**config.mk**
```make
export PLATFORM = sky130hd
export DESIGN_NAME = neuron_mem_arbiter
export DESIGN_NICKNAME = d
export VERILOG_FILES = /design/src/rtl/neuron_mem_arb_pkg.sv /design/src/rtl/neuron_mem_arbiter_starve_cnt.sv /design/src/rtl/neuron_mem_arbiter.sv
export SDC_FILE = /design/constraint.sdc
export NUM_CORES = 1
export LEC_CHECK = 0
export BUFFER_PORTS_ARGS = -buffer_cell sky130_fd_sc_hd__buf_2
export CORE_AREA = 2 2 99 101
export CTS_CLUSTER_DIAMETER = 30
export CTS_CLUSTER_SIZE = 10
export DETAILED_ROUTE_END_ITERATION = 10
export DIE_AREA = 0 0 101 103
export GPL_ROUTABILITY_DRIVEN = 0
export HOLD_SLACK_MARGIN = 0.15
export PLACE_DENSITY_LB_ADDON = 0.05
export REMOVE_ABC_BUFFERS = 1
export SLEW_MARGIN = 20
export SYNTH_ARGS = -nofsm -noshare
export SYNTH_HDL_FRONTEND = slang
export SYNTH_HIERARCHICAL = 1
export SYNTH_SLANG_ARGS = --single-unit
```
**constraint.sdc**
```tcl
create_clock -name CLK -period 2.75 [get_ports CLK]
set_input_delay 0.275 -clock CLK [delete_from_list [all_inputs] [get_ports CLK]]
set_output_delay 0.275 -clock CLK [all_outputs]
set_load 0.01 [all_outputs]
```
**src/rtl/neuron_mem_arb_pkg.sv**
```systemverilog
// rtl/neuron_mem_arb_pkg.sv - shared types and address helpers for the neuron SRAM arbiter
package neuron_mem_arb_pkg;

  typedef enum logic [1:0] {
    OWN_NONE    = 2'd0,
    OWN_CORE_RD = 2'd1,
    OWN_OBI     = 2'd2
  } owner_e;

  function automatic logic [31:0] stats_addr(input int unsigned n);
    return n << 2;
  endfunction

  localparam logic [31:0] STATS_ADDR = stats_addr(256);

  // Word index below the SRAM depth; byte lane bits are ignored.
  function automatic logic obi_in_range(input logic [31:0] addr, input int unsigned n);
    return {2'b00, addr[31:2]} < n;
  endfunction

endpackage

```
**src/rtl/neuron_mem_arbiter_starve_cnt.sv**
```systemverilog
// rtl/neuron_mem_arbiter_starve_cnt.sv - saturating count of core grants made while OBI waits
module arb_starve_cnt #(
  parameter int STARVE_MAX = 4
) (
  input  logic CLK,
  input  logic RSTN,
  input  logic inc_i,
  input  logic clr_i,
  output logic at_max_o
);

  localparam int W = $clog2(STARVE_MAX + 1);

  logic [W-1:0] cnt_q, cnt_d;

  always_comb begin
    cnt_d = cnt_q;
    if (clr_i) begin
      cnt_d = '0;
    end else if (inc_i && (cnt_q != W'(STARVE_MAX))) begin
      cnt_d = cnt_q + W'(1);
    end
  end

  always_ff @(posedge CLK or negedge RSTN) begin
    if (!RSTN) begin
      cnt_q <= '0;
    end else begin
      cnt_q <= cnt_d;
    end
  end

  assign at_max_o = (cnt_q == W'(STARVE_MAX));

endmodule

```
**src/rtl/neuron_mem_arbiter.sv**
```systemverilog
// rtl/neuron_mem_arbiter.sv - neuron SRAM arbiter (core vs OBI); NEURON_MEM_ARBITER_STATS_EN adds stall counter
module neuron_mem_arbiter
  import neuron_mem_arb_pkg::*;
#(
  parameter int N          = 256,
  parameter int M          = 8,
  parameter int NEUR_W     = 32,
  parameter int STARVE_MAX = 4
) (
  input  logic              CLK,
  input  logic              RSTN,
  input  logic              core_req_i,
  input  logic              core_we_i,
  input  logic              core_lock_i,
  input  logic [M-1:0]      core_addr_i,
  input  logic [NEUR_W-1:0] core_wdata_i,
  output logic              core_gnt_o,
  output logic              core_rvalid_o,
  output logic [NEUR_W-1:0] core_rdata_o,
  input  logic              obi_req_i,
  input  logic              obi_we_i,
  input  logic [31:0]       obi_addr_i,
  input  logic [31:0]       obi_wdata_i,
  output logic              obi_gnt_o,
  output logic              obi_rvalid_o,
  output logic [31:0]       obi_rdata_o,
  output logic              sram_cs_o,
  output logic              sram_we_o,
  output logic [M-1:0]      sram_addr_o,
  output logic [NEUR_W-1:0] sram_wdata_o,
  input  logic [NEUR_W-1:0] sram_rdata_i,
  output logic              obi_stall_o
);

  owner_e owner_q;
  logic   lock_q;
  logic   obi_rd_q;
  logic   at_max;
  logic   in_range;
  logic   obi_sram;
  logic   addr_lsb_unused;
  logic   stats_word;

  assign addr_lsb_unused = ^obi_addr_i[1:0];
  assign in_range        = obi_in_range(obi_addr_i, N);

  // Grants are held low while in reset so every output reads 0.
  assign obi_gnt_o   = RSTN & ~lock_q & obi_req_i & (at_max | ~core_req_i);
  assign core_gnt_o  = RSTN & core_req_i & ~obi_gnt_o;
  assign obi_stall_o = RSTN & obi_req_i & ~obi_gnt_o;
  assign obi_sram    = obi_gnt_o & in_range;

  assign sram_cs_o    = core_gnt_o | obi_sram;
  assign sram_we_o    = core_gnt_o ? core_we_i : (obi_sram & obi_we_i);
  assign sram_addr_o  = core_gnt_o ? core_addr_i :
                        (obi_sram ? obi_addr_i[M+1:2] : '0);
  assign sram_wdata_o = core_gnt_o ? core_wdata_i :
                        (obi_sram ? obi_wdata_i[NEUR_W-1:0] : '0);

  arb_starve_cnt #(
    .STARVE_MAX(STARVE_MAX)
  ) u_starve (
    .CLK     (CLK),
    .RSTN    (RSTN),
    .inc_i   (core_gnt_o & obi_req_i),
    .clr_i   (obi_gnt_o | ~obi_req_i),
    .at_max_o(at_max)
  );

  always_ff @(posedge CLK or negedge RSTN) begin
    if (!RSTN) begin
      owner_q  <= OWN_NONE;
      lock_q   <= 1'b0;
      obi_rd_q <= 1'b0;
    end else begin
      lock_q   <= core_gnt_o & ~core_we_i & core_lock_i;
      obi_rd_q <= obi_sram & ~obi_we_i;
      if (core_gnt_o && !core_we_i) begin
        owner_q <= OWN_CORE_RD;
      end else if (obi_gnt_o) begin
        owner_q <= OWN_OBI;
      end else begin
        owner_q <= OWN_NONE;
      end
    end
  end

  assign core_rvalid_o = (owner_q == OWN_CORE_RD);
  assign core_rdata_o  = core_rvalid_o ? sram_rdata_i : '0;
  assign obi_rvalid_o  = (owner_q == OWN_OBI);

`ifdef NEURON_MEM_ARBITER_STATS_EN
  localparam logic [31:0] STATS_BYTE = stats_addr(N);

  logic [15:0] stall_cnt_q;
  logic [15:0] stat_val_q;
  logic        stat_rd_q;

  assign stats_word = (obi_addr_i[31:2] == STATS_BYTE[31:2]);

  always_ff @(posedge CLK or negedge RSTN) begin
    if (!RSTN) begin
      stall_cnt_q <= '0;
      stat_val_q  <= '0;
      stat_rd_q   <= 1'b0;
    end else begin
      stat_rd_q  <= obi_gnt_o & stats_word & ~obi_we_i;
      stat_val_q <= stall_cnt_q;
      if (obi_gnt_o && stats_word && obi_we_i) begin
        stall_cnt_q <= '0;
      end else if (obi_stall_o && (stall_cnt_q != 16'hFFFF)) begin
        stall_cnt_q <= stall_cnt_q + 16'd1;
      end
    end
  end

  assign obi_rdata_o = !obi_rvalid_o ? 32'd0 :
                       obi_rd_q      ? 32'(sram_rdata_i) :
                       stat_rd_q     ? {16'd0, stat_val_q} : 32'd0;
`else
  assign stats_word  = 1'b0;
  assign obi_rdata_o = (obi_rvalid_o && obi_rd_q) ? 32'(sram_rdata_i) : 32'd0;
`endif

  logic stats_word_unused;
  assign stats_word_unused = stats_word;

endmodule

```
==> results.sh <==
export IMPL_postSynthAreaPerCell_um2=7.77
export IMPL_tightest_slew_ps=846
export IMPL_crit_required_ps=2480
export IMPL_drv_slew=0
export IMPL_skew_ps=5.29
export IMPL_finalSetupTns_ps=0
export IMPL_synth_top_area_cell="clkbuf_8"
export IMPL_h_tree_depth=1
export IMPL_cts_root_buf="clkbuf_8"
export IMPL_io_pin_count=254
export IMPL_critPathMaxFanout=13
export IMPL_drtAntennaViolNets=0
export IMPL_power_density_nw_per_um2=167
export IMPL_dr_pass1_iters=5
export IMPL_status="finished clean"
export IMPL_synth_distinct_cells=35
export IMPL_drt_wl_total_um=11000
export IMPL_ys_seq_elements=7
export IMPL_yosysWarningCount=6
export IMPL_reg2regPathDepth=9
export IMPL_finalInstanceArea_um2=3560
export IMPL_rsz0062_at_grt="false"
export IMPL_nNetsFinal=692
export IMPL_grt_max_degree=52
export IMPL_hp_class="in -> reg"
export IMPL_fin_cells=660
export IMPL_synth_edf_count=0
export IMPL_fp_dieH_um=103
export IMPL_synth_yosys_seq_area_share_pct=6.77
export IMPL_cts_resized=0
export IMPL_syn2layout_area_growth_pct=37.5
export IMPL_numCtsBuffers=3
export IMPL_async_flop_share_pct=100
export IMPL_fin_util_pct=37.6
export IMPL_fill_cells=1043
export IMPL_leakage_nw=1.87
export IMPL_synth_area_um2=2590
export IMPL_fin_crit_ps=2430
export IMPL_grt_pass1_vias=3207
export IMPL_antenna_found_initial=0
export IMPL_synth_main_ff_cell="dfrtp_1"
export IMPL_grt_pass1_wl_um=16600
export IMPL_peakVddDrop_mv=0.0985
export IMPL_num_rows=36
export IMPL_synthTopCellsByArea="clkbuf_8 15%, o2111ai_1 14%, nor3b_1 12%, nand4_1 10%, and2_1 8.0%"
export IMPL_grt_use_total_pct=19.5
export IMPL_seq_area_um2=175
export IMPL_cts_sinks=7
export IMPL_fin_crit_sh_pct=88.4
export IMPL_fp_dieArea_um2=10400
export IMPL_route_detailed_drc=0
export IMPL_die_w_um=101
export IMPL_wl_per_cell_um=16.7
export IMPL_core_area_um2=9460
export IMPL_hold_worst_slack_ps=229
export IMPL_grt_remaining_overflow=0
export IMPL_start_kind="flip-flop"
export IMPL_vias=3550
export IMPL_final_common_cell="buf_2"
export IMPL_setup_ws_ps=320
export IMPL_clockBufferDepth=2
export IMPL_drv_cap=0
export IMPL_cts_tree="yes"
export IMPL_setup_viol=0
export IMPL_max_slew_margin_pct=43.6
export IMPL_synth_cells=333
export IMPL_min_path_cells=2
export IMPL_dp_cells=655
export IMPL_path_clk_slew_ps=40
export IMPL_hold_viol=0
export IMPL_crit_path_end_kind="primary output"
export IMPL_crit_type="reg -> out"
export IMPL_arrival_ps=2160
export IMPL_place_area_um2=3500
export IMPL_dp_hpwl_um=7810
export IMPL_start_util_pct=27.3
export IMPL_worstSkewPairLatency_ps=230
export IMPL_timing_fmax_ghz=0.411
export IMPL_port_buffers=251
export IMPL_dp_slack_ps=546
export IMPL_vias_per_cell=5.38
export IMPL_drt_iter0_drc=156
export IMPL_layout_cells_most_common_list="251 x buf_2, 43 x nand4_1, 43 x nor3b_1, 41 x o2111ai_1, 40 x o21ai_1"
export IMPL_drive_gt1_share_pct=50.4
export IMPL_multi_input_area_um2=1810
export IMPL_p_total_mw=0.594
export IMPL_antennaDiodeCount=0
export IMPL_synth_top_cell_area_share_pct=14.9
==> path summary, 6_finish.rpt <==
check / slack [ps] / endpoint / start
max in group asynchronous: 1690 / obi_rd_q$_DFF_PN0_ / RSTN
hold reg to reg: 590 / u_starve/cnt_q[1]$_DFFE_PN0P_ / u_starve/cnt_q[1]$_DFFE_PN0P_
setup reg to reg: 540 / u_starve/cnt_q[0]$_DFFE_PN0P_ / u_starve/cnt_q[0]$_DFFE_PN0P_
hold / removal: 230 / obi_rd_q$_DFF_PN0_ / obi_we_i
setup / recovery: 320 / sram_wdata_o[4] / u_starve/cnt_q[0]$_DFFE_PN0P_
min in group asynchronous: 670 / lock_q$_DFF_PN0_ / RSTN
==> timing repair <==
| action | CTS | global route |
|---|---|---|
| hold buffers | 1 | 0 |
| endpoints found under the hold margin | 7 | 0 |
| buffers inserted | 0 | 0 |
==> report_power, final <==
group,internal [mW],total [mW],switching [mW]
registers,0.106,0.107,0.00148
logic,0.151,0.337,0.186
clock network,0.101,0.150,0.0491
total,0.358,0.594,0.237
==> kinds of logic (layout without fill, tap and decap cells) <==
family | count (synthesis) | in the layout | share of synthesized area (%)
fa+ha+maj | 2 | 2 | 0.967
compound gates | 86 | 86 | 23.1
flops | 7 | 7 | 6.77
buf+inv | 62 | 275 | 23.4
simple gates | 174 | 174 | 44.8
mux | 2 | 2 | 0.967
==> worst max-delay path, cell delays in order (launching register included) <==
cell,delay [ps]
dfrtp_1,400
inv_1,70
ha_1,190
and2_1,150
clkinv_1,320
buf_4,320
o2111ai_1,240
o21ai_2,80
buf_2,140
==> layer usage <==
metal  vias to the layer above  share of wire, %  track usage [%]  wire length, um
met1                      1618                40             23.0             4370
met4                         0               1.1             3.53              121
li1                       1722                 -                -                -
met3                        12               8.4             3.46              926
met2                       198                51             37.2             5580
met5                         -                 0                0                0
==> cell usage after synthesis (all sizes together), types with 4 or more instances <==
master	count
o21ai	42
o2111ai	41
dfrtp	7
nand4	43
nor4	5
nand2b	4
nor3b	43
and2	33
inv	5
buf	10
clkbuf	41
and3	33
==> cell type report <==
type,count,share of cell area [%]
timing repair buffer,265,38.3
clock buffer,4,1.27
inverter,6,0.633
sequential,7,4.92
tap,114,4.01
multi-input combinational,264,50.8
==> state kept, by name, indices dropped and copies added, names as in the netlist <==
| signal | cells |
|---|---|
| u_starve/cnt_q | 3 |
| owner_q | 2 |
| lock_q | 1 |
| obi_rd_q | 1 |
Note: power is estimated with default switching activity, not from simulation.
